[config.mk]
export PLATFORM = sky130hd
export DESIGN_NAME = mlp_forward_seq
export DESIGN_NICKNAME = d
export VERILOG_FILES = /design/src/rtl/mlp_forward_seq.sv
export SDC_FILE = /design/constraint.sdc
export NUM_CORES = 1
export LEC_CHECK = 0
export BUFFER_PORTS_ARGS = -buffer_cell sky130_fd_sc_hd__buf_2
export CORE_AREA = 2 2 517 519
export DETAILED_ROUTE_END_ITERATION = 10
export DIE_AREA = 0 0 519 521
export HOLD_SLACK_MARGIN = 0.15
export PLACE_DENSITY_LB_ADDON = 0.25
export SETUP_SLACK_MARGIN = 0.5
export SLEW_MARGIN = 40
export SYNTH_ARGS = -nofsm -noshare
export SYNTH_HDL_FRONTEND = slang
export SYNTH_SLANG_ARGS = --single-unit
[constraint.sdc]
create_clock -name clk -period 11.65 [get_ports clk]
set_input_delay 0 -clock clk [delete_from_list [all_inputs] [get_ports clk]]
set_output_delay 0 -clock clk [all_outputs]
set_load 0.05 [all_outputs]
[src/rtl/mlp_forward_seq.sv]
// rtl/mlp_forward_seq.sv - sequential 16-N-1 MLP forward pass, one MAC per cycle
// Produces ReLU hidden activations, saturated score, class and training error.
module mlp_forward_seq #(
  parameter int W    = 8,
  parameter int N    = 8,
  parameter int FRAC = 6
) (
  input  logic                       clk,
  input  logic                       rst_n,
  input  logic                       start,
  input  logic [15:0]                x,
  input  logic signed [W-1:0]        target,
  input  logic signed [N*16*W-1:0]   w_h_bus,
  input  logic signed [N*W-1:0]      b_h_bus,
  input  logic signed [N*W-1:0]      w_o_bus,
  input  logic signed [W-1:0]        b_o_in,
  output logic                       busy,
  output logic                       done,
  output logic signed [N*(W+5)-1:0]  h_act_bus,
  output logic signed [W-1:0]        y_out,
  output logic                       pred,
  output logic signed [W-1:0]        err
);

  localparam int HW    = W + 5;
  localparam int ACC_W = 2 * W + 8;
  localparam int IW    = (N > 1) ? $clog2(N) : 1;

  typedef enum logic [1:0] {IDLE, HID, OUT, FIN} state_t;

  state_t                    state_q;
  logic [IW-1:0]             i_q;
  logic [3:0]                j_q;
  logic signed [HW-1:0]      hacc_q;
  logic signed [ACC_W-1:0]   yacc_q;
  logic [15:0]               x_q;
  logic signed [W-1:0]       target_q;
  logic signed [HW-1:0]      h_q [N];
  logic                      busy_q;
  logic                      done_q;
  logic signed [N*HW-1:0]    h_act_q;
  logic signed [W-1:0]       y_q;
  logic                      pred_q;
  logic signed [W-1:0]       err_q;

  logic [IW-1:0]             i_nxt;
  logic                      i_last;
  logic signed [W-1:0]       w_h_sel;
  logic signed [W-1:0]       b_h_nxt;
  logic signed [W-1:0]       w_o_sel;
  logic signed [HW-1:0]      w_h_ext;
  logic signed [HW-1:0]      hacc_d;
  logic signed [HW-1:0]      relu_d;
  logic signed [ACC_W-1:0]   w_o_ext;
  logic signed [ACC_W-1:0]   h_ext;
  logic signed [ACC_W-1:0]   prod;
  logic signed [ACC_W-1:0]   yacc_d;
  logic signed [ACC_W-1:0]   yacc_load;
  logic signed [ACC_W-1:0]   y_shift;
  logic                      y_ovf;
  logic signed [W-1:0]       y_sat;
  logic signed [W:0]         diff;
  logic signed [W-1:0]       err_sat;

  always_comb begin
    i_last  = (i_q == IW'(N - 1));
    i_nxt   = i_last ? '0 : i_q + IW'(1);
    w_h_sel = w_h_bus[(int'(i_q) * 16 + int'(j_q)) * W +: W];
    b_h_nxt = b_h_bus[int'(i_nxt) * W +: W];
    w_o_sel = w_o_bus[int'(i_q) * W +: W];

    // Input bit 0 encodes -1, so the weight is subtracted instead of added.
    w_h_ext = {{(HW - W){w_h_sel[W-1]}}, w_h_sel};
    hacc_d  = x_q[j_q] ? hacc_q + w_h_ext : hacc_q - w_h_ext;
    relu_d  = hacc_d[HW-1] ? '0 : hacc_d;

    w_o_ext = {{(ACC_W - W){w_o_sel[W-1]}}, w_o_sel};
    h_ext   = {{(ACC_W - HW){h_q[i_q][HW-1]}}, h_q[i_q]};
    prod    = w_o_ext * h_ext;
    yacc_d  = yacc_q + prod;

    yacc_load = {{(ACC_W - W){b_o_in[W-1]}}, b_o_in} << FRAC;

    y_shift = yacc_q >>> FRAC;
    y_ovf   = !((&y_shift[ACC_W-1:W-1]) || (~|y_shift[ACC_W-1:W-1]));
    y_sat   = y_ovf ? (y_shift[ACC_W-1] ? {1'b1, {(W-1){1'b0}}} : {1'b0, {(W-1){1'b1}}})
                    : y_shift[W-1:0];

    diff    = {target_q[W-1], target_q} - {y_sat[W-1], y_sat};
    err_sat = (diff[W] != diff[W-1]) ? (diff[W] ? {1'b1, {(W-1){1'b0}}} : {1'b0, {(W-1){1'b1}}})
                                     : diff[W-1:0];
  end

  always_ff @(posedge clk) begin
    if (!rst_n) begin
      state_q  <= IDLE;
      i_q      <= '0;
      j_q      <= '0;
      hacc_q   <= '0;
      yacc_q   <= '0;
      x_q      <= '0;
      target_q <= '0;
      for (int k = 0; k < N; k++) h_q[k] <= '0;
      busy_q   <= 1'b0;
      done_q   <= 1'b0;
      h_act_q  <= '0;
      y_q      <= '0;
      pred_q   <= 1'b0;
      err_q    <= '0;
    end else begin
      done_q <= 1'b0;
      case (state_q)
        IDLE: begin
          if (start) begin
            x_q      <= x;
            target_q <= target;
            i_q      <= '0;
            j_q      <= '0;
            hacc_q   <= {{(HW - W){b_h_bus[W-1]}}, b_h_bus[W-1:0]};
            yacc_q   <= yacc_load;
            busy_q   <= 1'b1;
            state_q  <= HID;
          end
        end
        HID: begin
          j_q <= j_q + 4'd1;
          if (j_q == 4'd15) begin
            h_q[i_q] <= relu_d;
            hacc_q   <= {{(HW - W){b_h_nxt[W-1]}}, b_h_nxt};
            i_q      <= i_nxt;
            if (i_last) state_q <= OUT;
          end else begin
            hacc_q <= hacc_d;
          end
        end
        OUT: begin
          yacc_q <= yacc_d;
          i_q    <= i_nxt;
          if (i_last) state_q <= FIN;
        end
        FIN: begin
          y_q    <= y_sat;
          pred_q <= ~y_sat[W-1];
          err_q  <= err_sat;
          for (int k = 0; k < N; k++) h_act_q[k*HW +: HW] <= h_q[k];
          done_q  <= 1'b1;
          busy_q  <= 1'b0;
          state_q <= IDLE;
        end
        default: state_q <= IDLE;
      endcase
    end
  end

  assign busy      = busy_q;
  assign done      = done_q;
  assign h_act_bus = h_act_q;
  assign y_out     = y_q;
  assign pred      = pred_q;
  assign err       = err_q;

endmodule

==> impl_results.rst, run 1 <==
.. list-table::
   :header-rows: 1

   * - Metric
     - Value
   * - Die area
     - 0.270 sq mm
   * - IO Port Bufs
     - 1,301
   * - Count of state elements after synthesis
     - between 200 and 300
   * - Buffers plus inverters on the worst setup path
     - 2
   * - Leak
     - 15.6 nW
   * - Wire length of the first global-routing pass
     - 292,000 um
   * - Fraction of the mapped netlist area in adder cells
     - 0.107
   * - Flop2flop setup slack
     - between 2 and 3 ns
   * - Worst reg2reg startpoint
     - j_q[1]$_SDFFE_PN0P_
   * - Largest net degree at the start of global routing
     - 102
   * - Remaining global-route overflow
     - 0
   * - Number of H-tree branching levels
     - 2
   * - Basic-gate share of the synthesized area counting and, or, nand and nor cells
     - 0.112
   * - Clock-pin slew on the worst setup and hold paths
     - approximately 0.06 ns
   * - Vias in the first global route
     - 29,527
   * - Setup crit start kind
     - register
   * - Master of the slowest instance on the critical path
     - sky130_fd_sc_hd__dfxtp_4
   * - Number of instances in the synthesized netlist
     - 2,657
   * - Number of rows created at floorplan
     - approximately 190
   * - Post-synth EDFFs
     - 96
   * - Post-route fraction of the period consumed by the critical path
     - 0.751
   * - Worst hold-check slack
     - 0.215 ns
   * - End-of-flow core utilization
     - 0.150
   * - Sequential cell area fraction in the yosys report
     - 0.251
   * - Via total after detailed routing
     - 28,794
   * - Largest buffer count on any clock path
     - 3
   * - Horiz. Die Dim
     - 519 um
   * - Setup-failing EPs final
     - 0
   * - Routability cong.
     - 0.968
   * - Total standard cell area after synthesis
     - ~0.026 sq mm
   * - Setup TNS
     - 0 ns
   * - DR pass1 iterations
     - 5
   * - Worst VDD drop
     - 0.317 mV
   * - Drt via density
     - 3.80
   * - DRC viols
     - 0
   * - Upper clock frequency limit
     - ~0.11 GHz
   * - Crit Path Category
     - register to register
   * - Xor-xnor portion of the synthesized cell area
     - 0.0146
   * - Max-cap viol count
     - 0
   * - Dominant combinational cell family by area after synthesis
     - multiplexers
   * - Min-Delay Path Depth
     - 6
   * - Initial core utilization
     - 0.100
   * - GRT Total Usage
     - 0.162
   * - Worst Setup End Kind
     - register
   * - Time the worst path needs with I/O delays and setup
     - 8.75 ns
   * - Hold crit path type
     - input pin to register
   * - Transition time at the pin with the least slew margin
     - 0.911 ns
   * - Largest delay contributor family on the critical path
     - compound AO/OA/AOI/OAI gates
   * - Result of the run
     - completed
   * - Power density of the placed cells
     - 239 mW/mm^2
   * - Number of antenna violations at the first check in global routing
     - roughly 170
   * - Fraction of final layout cells with drive strength greater than 1
     - 0.430
   * - Data required, critical path
     - 12.01 ns
   * - Worst r2r dst
     - h_q[5][2]$_SDFFCE_PN0P_
   * - Count of distinct cell types in the synthesized netlist
     - approximately 80
   * - Relative slew slack
     - 0.376
   * - Worst path depth
     - 17
   * - Cell-by-cell trace of the critical path
     - nor2b_4 > buf_4 > a22oi_1 > nand3_1 > nand2_1 > a2111oi_1 > nand4_1 > o31ai_1 > xnor2_1 > ha_1 > o41a_1 > a41o_1 > o41ai_1 > xor2_1 > or3_2 > buf_4 > a2111oi_0
   * - Post-DP HPWL
     - roughly 200,000 um
   * - Async SR Flop Fraction
     - 0
   * - Setup repair after global routing missed its margin
     - false
   * - Remaining number of nets flagged by the antenna check after routing
     - 0
   * - Delay of the slowest cell on the worst path
     - 0.87 ns
   * - TritonCTS clock tree
     - done
   * - Drt wl/cell
     - between 30 and 40 um
   * - Compound-cell area share of the yosys netlist
     - 0.146
   * - Chip Height
     - ~520 um
   * - Cell with the most instances on the worst path
     - sky130_fd_sc_hd__buf_4
   * - Max Slew Vio Count
     - 0
   * - CTS Root Cell
     - sky130_fd_sc_hd__clkbuf_16
   * - Clock tree skew after final layout
     - 0.0324 ns
   * - Arrival time worst endpoint
     - 9.10 ns
   * - Peak fanout along the critical path
     - 63
   * - Total clock buffers created by CTS
     - 39
   * - Hold violation total from the final report
     - 0
   * - Io pins
     - 1,310
   * - Sinks on the clock net
     - 284
   * - NumNets Final
     - 5,328
   * - Yosys synthesis warning count
     - 0
   * - Hold path endpoint
     - hacc_q[1]$_SDFFE_PN0P_
   * - Path depth of the worst reg2reg path
     - 17
   * - Postcts setup bufs
     - 0
   * - Mean cell area of the mapped netlist
     - roughly 9.9 sq um
   * - Placeable Area
     - 0.264 sq mm
   * - Most frequently used flop master after synthesis
     - sky130_fd_sc_hd__dfxtp_1
   * - Layout fillers
     - ~30,000
   * - Beginning of the worst hold path
     - b_h_bus[49]
   * - Mux contribution to synthesized area
     - 0.310
   * - Iteration-0 DRC count of the detailed router
     - 2,184
   * - Area added between synthesis and finish
     - 50.4%
   * - Clock latency of the later-clocked register in the worst-skew pair
     - around 0.60 ns
   * - Routed WL
     - 228,000 um
[metrics by stage]
step | worst slack, ns | instances | power, mW | instance area [sq um]
2_1_floorplan | 4.55 | 2664 | 5.78 | 26500
3_3_place_gp | 2.31 | 7361 | 8.26 | 37100
3_5_place_dp | 2.78 | 7364 | 8.32 | 37400
4_1_cts | 2.75 | 7526 | 9.64 | 39600
5_1_grt | 2.47 | 7553 | 10.3 | 39700
6_report | 2.90 | 7584 | 9.49 | 39800
[cell usage after synthesis, drive strengths merged (28+ instances only)]
library cell | n | area, sq um
a22oi | 164 | 1230
mux2i | 467 | 4670
dfxtp | 188 | 3760
a211oi | 88 | 661
fa | 81 | 1620
buf | 117 | 744
nor2b | 30 | 195
nand2b | 31 | 194
inv | 110 | 413
a21oi | 82 | 410
nand3 | 91 | 455
nor2 | 227 | 862
xnor2 | 28 | 245
ha | 96 | 1200
edfxtp | 96 | 2880
mux4 | 149 | 3360
clkbuf | 105 | 394
o21ai | 63 | 315
a2111oi | 31 | 273
nand2 | 161 | 604
[sequential cells by signal, summed over array words and instances, names as in the netlist, named ones only]
signal / count
y_out: 8
j_q: 4
pred: 1
h_act_bus: 96
done: 1
yacc_q: 24
h_q: 96
hacc_q: 13
x_q: 16
busy: 1
target_q: 8
state_q: 2
err: 8
i_q: 3
[cell type report]
| type | instances | area [sq um] | area share |
|---|---|---|---|
| diodes | 56 | 140 | 0.00353 |
| clock buffers | 52 | 1030 | 0.0260 |
| clock inverters | 20 | 199 | 0.00500 |
| inverters | 113 | 429 | 0.0108 |
| multi-input cells | 2045 | 18700 | 0.469 |
| flip-flops and latches | 284 | 6670 | 0.168 |
| well taps | 3533 | 4420 | 0.111 |
| repair buffers | 1481 | 8200 | 0.206 |
[metal layers]
metal,vias up,track usage,part of all wire
met5,-,0,0.0015
met4,52,0.0303,0.024
met3,302,0.0320,0.059
met2,1299,0.296,0.51
met1,14378,0.196,0.40
li1,12763,-,-
[worst max-delay path by stage]
stage                              from                       to
floorplan           i_q[1]$_SDFFE_PN0P_  yacc_q[22]$_SDFFE_PN0P_
global placement    i_q[2]$_SDFFE_PN0P_  yacc_q[21]$_SDFFE_PN0P_
detailed placement  j_q[1]$_SDFFE_PN0P_  h_q[0][1]$_SDFFCE_PN0P_
CTS                 j_q[1]$_SDFFE_PN0P_  h_q[0][1]$_SDFFCE_PN0P_
global route        j_q[1]$_SDFFE_PN0P_  h_q[0][2]$_SDFFCE_PN0P_
finish              j_q[1]$_SDFFE_PN0P_  h_q[5][2]$_SDFFCE_PN0P_
[cells in the final DEF (no fill, tap or decap), drive strengths merged, types with 7 or more instances in the layout]
master | synthesis | routed
a221oi | 15 | 15
inv | 110 | 117
buf | 117 | 1391
nor2b | 30 | 30
mux4 | 149 | 149
and3 | 8 | 8
xnor2 | 28 | 28
or3 | 14 | 14
o22ai | 7 | 7
a31oi | 12 | 12
nand2 | 161 | 161
o211a | 7 | 7
dlygate4sd3 | 0 | 90
edfxtp | 96 | 96
ha | 96 | 96
fa | 81 | 81
xor2 | 16 | 16
nor2 | 227 | 227
conb | 1 | 8
and2 | 11 | 11
a22oi | 164 | 164
nor3 | 27 | 27
a2111oi | 31 | 31
a211oi | 88 | 88
clkbuf | 105 | 52
o21ai | 63 | 63
nand4 | 18 | 18
or2 | 14 | 14
a22o | 9 | 9
nand3 | 91 | 91
a21oi | 82 | 82
mux2i | 467 | 467
clkinv | 3 | 13
diode | 0 | 56
mux2 | 15 | 15
nand2b | 31 | 31
dfxtp | 188 | 188
a21o | 8 | 8
[worst register-to-register path: stages, from the launching register on]
cell and delay [ns]:
sky130_fd_sc_hd__dfxtp_4 0.87, sky130_fd_sc_hd__nor2b_4 0.82, sky130_fd_sc_hd__buf_4 0.60, sky130_fd_sc_hd__a22oi_1 0.24, sky130_fd_sc_hd__nand3_1 0.13, sky130_fd_sc_hd__nand2_1 0.20
sky130_fd_sc_hd__a2111oi_1 0.66, sky130_fd_sc_hd__nand4_1 0.78, sky130_fd_sc_hd__o31ai_1 0.55, sky130_fd_sc_hd__xnor2_1 0.13, sky130_fd_sc_hd__ha_1 0.23, sky130_fd_sc_hd__o41a_1 0.47
sky130_fd_sc_hd__a41o_1 0.29, sky130_fd_sc_hd__o41ai_1 0.49, sky130_fd_sc_hd__xor2_1 0.21, sky130_fd_sc_hd__or3_2 0.80, sky130_fd_sc_hd__buf_4 0.49, sky130_fd_sc_hd__a2111oi_0 0.56
[logic make-up after synthesis]
group,after synthesis
buffers and inverters,335
AO/OA/AOI/OAI,541
AND/OR/NAND/NOR,644
adder cells (fa/ha/maj),177
flip-flops,284
XOR/XNOR,44
other,1
multiplexers,631
[power breakdown]
group | total [mW] | switching [mW] | internal (mW)
Combinational | 7.03 | 4.31 | 2.72
Clock | 1.19 | 0.529 | 0.662
Sequential | 1.27 | 0.130 | 1.14
[repair_timing]
| action | in CTS | in global routing |
|---|---|---|
| setup endpoints to repair | 0 | 0 |
| hold endpoints to repair | 87 | 0 |
| hold buffers | 90 | 0 |
| gates resized for setup | 0 | 0 |
Note: power is estimated with default switching activity, not from simulation.
==> inputs of run 2 (changes only) <==
Clock period 11.65 ns to 9.1 ns, I/O delays scaled along.
==> run 2 against run 1 <==
- worst setup slack lost 1.4 ns
- via count grew 0.12%
- sequential cell count is the same
- non-clock buffer count shrank 1
- first-iteration DRC count shrank 3.4%
- wire length shrank 0.37%
- critical endpoint is now yacc_q[21]$_SDFFE_PN0P_
==> impl_results.rst, run 2 (synthesis gave the netlist of run 1 again) <==
.. list-table::
   :header-rows: 1

   * - Metric
     - Value
   * - Power density of the placed cells
     - 305 mW/mm^2
   * - Routability cong.
     - 1.02
   * - Placeable Area
     - 0.264 sq mm
   * - Drt wl/cell
     - 30.0 um
   * - Vias in the first global route
     - 29,588
   * - Max Slew Vio Count
     - 0
   * - Horiz. Die Dim
     - 519 um
   * - Cell area reported after detailed placement
     - 0.0377 sq mm
   * - Post-CTS resize count
     - 0
   * - Upper clock frequency limit
     - 0.131 GHz
   * - Iteration-0 DRC count of the detailed router
     - 2,109
   * - Transition time at the pin with the least slew margin
     - 0.908 ns
   * - Result of the run
     - completed
   * - Largest net degree at the start of global routing
     - about 80
   * - Clock-pin slew on the worst setup and hold paths
     - 0.07 ns
   * - Crit Path Category
     - register to register
   * - Sinks on the clock net
     - 284
   * - Largest buffer count on any clock path
     - 3
   * - Setup crit start kind
     - register
   * - NumNets Final
     - around 5,300
   * - GRT Max-Usage Layer
     - met2
   * - Hold violation total from the final report
     - 0
   * - Area added between synthesis and finish
     - 50.1%
   * - Remaining number of nets flagged by the antenna check after routing
     - 0
   * - Delay of the slowest cell on the worst path
     - 0.85 ns
   * - Total clock buffers created by CTS
     - 38
   * - Path depth of the worst reg2reg path
     - 24
   * - Routing usage on met2
     - 0.288
   * - Setup TNS
     - 0 ns
   * - Highest-count cells in the layout ignoring fill and taps
     - sky130_fd_sc_hd__buf_2 (1,303), sky130_fd_sc_hd__mux2i_1 (442), sky130_fd_sc_hd__nor2_1 (214)
   * - Post-DP HPWL
     - ~200,000 um
   * - Post-route fraction of the period consumed by the critical path
     - 0.840
   * - Fraction of final layout cells with drive strength greater than 1
     - 0.438
   * - Wire length of the first global-routing pass
     - roughly 290,000 um
   * - Data required, critical path
     - 9.56 ns
   * - Beginning of the worst hold path
     - b_h_bus[49]
   * - Remaining global-route overflow
     - 0
   * - Postcts setup bufs
     - 0
   * - Time the worst path needs with I/O delays and setup
     - 7.64 ns
   * - Global-route track usage on met3
     - 0.0344
   * - Clock tree skew after final layout
     - about 0.027 ns
   * - Relative slew slack
     - 0.392
   * - Arrival time worst endpoint
     - 8.10 ns
   * - Number of antenna violations at the first check in global routing
     - 145
   * - DR pass1 iterations
     - 5
   * - Min-Delay Path Depth
     - 6
   * - GRT Total Usage
     - 0.161
   * - Drt via density
     - 3.81
   * - Met1 capacity usage during global routing
     - 0.194
   * - Buffers plus inverters on the worst setup path
     - 5
   * - IO Port Bufs
     - 1,301
   * - Setup repair after global routing missed its margin
     - false
   * - Worst Setup End Kind
     - register
   * - Chip Height
     - 521 um
   * - CTS Root Cell
     - sky130_fd_sc_hd__clkbuf_16
   * - Worst VDD drop
     - 0.388 mV
   * - TritonCTS clock tree
     - done
   * - Hold crit path type
     - input pin to register
   * - Clock latency of the later-clocked register in the worst-skew pair
     - 0.59 ns
   * - Worst r2r dst
     - yacc_q[21]$_SDFFE_PN0P_
   * - Largest delay contributor family on the critical path
     - adder cells
   * - Cell-by-cell trace of the critical path
     - buf_4 > nor2b_2 > a22o_1 > a22oi_1 > o21ai_0 > buf_4 > nand2b_1 > fa_1 > inv_1 > fa_1 > inv_1 > fa_1 > inv_1 > fa_1 > ha_1 > ha_1 > a21o_1 > a2111oi_0 > o31ai_1 > o2111ai_1 > a311oi_1 > xor2_1 > a21oi_1 > nor2_1
   * - Master of the slowest instance on the critical path
     - sky130_fd_sc_hd__nor2b_2
   * - Initial core utilization
     - 0.100
   * - Peak fanout along the critical path
     - 34
   * - Routed WL
     - 228,000 um
   * - Number of H-tree branching levels
     - 2
   * - Number of rows created at floorplan
     - 189
   * - Flop2flop setup slack
     - 1.46 ns
   * - Worst reg2reg startpoint
     - i_q[1]$_SDFFE_PN0P_
   * - Cell with the most instances on the worst path
     - sky130_fd_sc_hd__fa_1
   * - Setup-failing EPs final
     - 0
   * - Max-cap viol count
     - 0
   * - Commonest non-fill, non-tap cell in the layout
     - sky130_fd_sc_hd__buf_2
   * - Die area
     - 0.270 sq mm
   * - Number of buffers inserted by hold repair at cts
     - 54
   * - Io pins
     - 1,310
   * - Via total after detailed routing
     - between 20,000 and 30,000
   * - Hold path endpoint
     - hacc_q[1]$_SDFFE_PN0P_
   * - Final standard cell area without fillers
     - 0.0397 sq mm
   * - Leak
     - about 16 nW
   * - DRC viols
     - 0
## run 2: cell types whose count changed in the layout (fill, tap and decap cells not counted), sizes merged, moves of 2 or more
cell	change
buf	+35
clkbuf	-4
clkinv	+5
clkinvlp	+2
diode	-9
dlygate4sd3	-36
inv	-6
## run 2: worst register-to-register path: stages, from the launching register on
cell and delay (ns):
sky130_fd_sc_hd__dfxtp_4 0.46, sky130_fd_sc_hd__buf_4 0.51, sky130_fd_sc_hd__nor2b_2 0.86, sky130_fd_sc_hd__a22o_1 0.29
sky130_fd_sc_hd__a22oi_1 0.06, sky130_fd_sc_hd__o21ai_0 0.11, sky130_fd_sc_hd__buf_4 0.24, sky130_fd_sc_hd__nand2b_1 0.10
sky130_fd_sc_hd__fa_1 0.49, sky130_fd_sc_hd__inv_1 0.05, sky130_fd_sc_hd__fa_1 0.50, sky130_fd_sc_hd__inv_1 0.05
sky130_fd_sc_hd__fa_1 0.54, sky130_fd_sc_hd__inv_1 0.05, sky130_fd_sc_hd__fa_1 0.43, sky130_fd_sc_hd__ha_1 0.29
sky130_fd_sc_hd__ha_1 0.31, sky130_fd_sc_hd__a21o_1 0.20, sky130_fd_sc_hd__a2111oi_0 0.65, sky130_fd_sc_hd__o31ai_1 0.27
sky130_fd_sc_hd__o2111ai_1 0.36, sky130_fd_sc_hd__a311oi_1 0.24, sky130_fd_sc_hd__xor2_1 0.20, sky130_fd_sc_hd__a21oi_1 0.20
sky130_fd_sc_hd__nor2_1 0.05
## run 2: how the worst max path moves through the flow
stage                              startpoint  slack [ns]  cells after the start                       to
after floorplan           i_q[1]$_SDFFE_PN0P_        2.00                     27  yacc_q[22]$_SDFFE_PN0P_
after global placement    j_q[0]$_SDFFE_PN0P_        0.29                     18  h_q[5][8]$_SDFFCE_PN0P_
after detailed placement  j_q[0]$_SDFFE_PN0P_        0.92                     21  h_q[5][5]$_SDFFCE_PN0P_
after CTS                 j_q[0]$_SDFFE_PN0P_        0.93                     21  h_q[5][5]$_SDFFCE_PN0P_
after global routing      j_q[0]$_SDFFE_PN0P_        0.96                     21  h_q[5][5]$_SDFFCE_PN0P_
final                     i_q[1]$_SDFFE_PN0P_        1.46                     24  yacc_q[21]$_SDFFE_PN0P_
## run 2: layer usage
metal | share of wire | routed length (um) | up-vias
li1 | - | - | 12746
met2 | 0.50 | 115000 | 1341
met3 | 0.065 | 14800 | 300
met4 | 0.028 | 6460 | 56
met1 | 0.40 | 91000 | 14386
met5 | 0.0016 | 369 | -
## run 2: where the power goes
| group | switching, mW | total (mW) | internal [mW] |
|---|---|---|---|
| clock | 0.654 | 1.53 | 0.879 |
| combinational | 5.41 | 8.92 | 3.51 |
| sequential | 0.178 | 1.64 | 1.46 |
## run 2: layout make-up
type | instances | area [sq um]
inverter | 113 | 430
sequential | 284 | 6670
tap | 3533 | 4420
antenna | 47 | 118
clock inverter | 22 | 224
fill | 30375 | 225000
multi-input combinational | 2045 | 18600
clock buffer | 48 | 1040
timing repair buffer | 1480 | 8170
## run 2: stage by stage
step,std cells,hold WS [ns],setup WS [ns],power [mW],util
2_1_floorplan,2664,0.134,2.00,7.39,-
3_3_place_gp,7395,0.253,0.293,10.6,0.142
3_5_place_dp,7401,0.251,0.925,10.7,0.143
4_1_cts,7525,0.176,0.931,12.4,0.150
5_1_grt,7548,0.229,0.962,13.2,0.150
6_report,7572,0.215,1.46,12.1,0.150
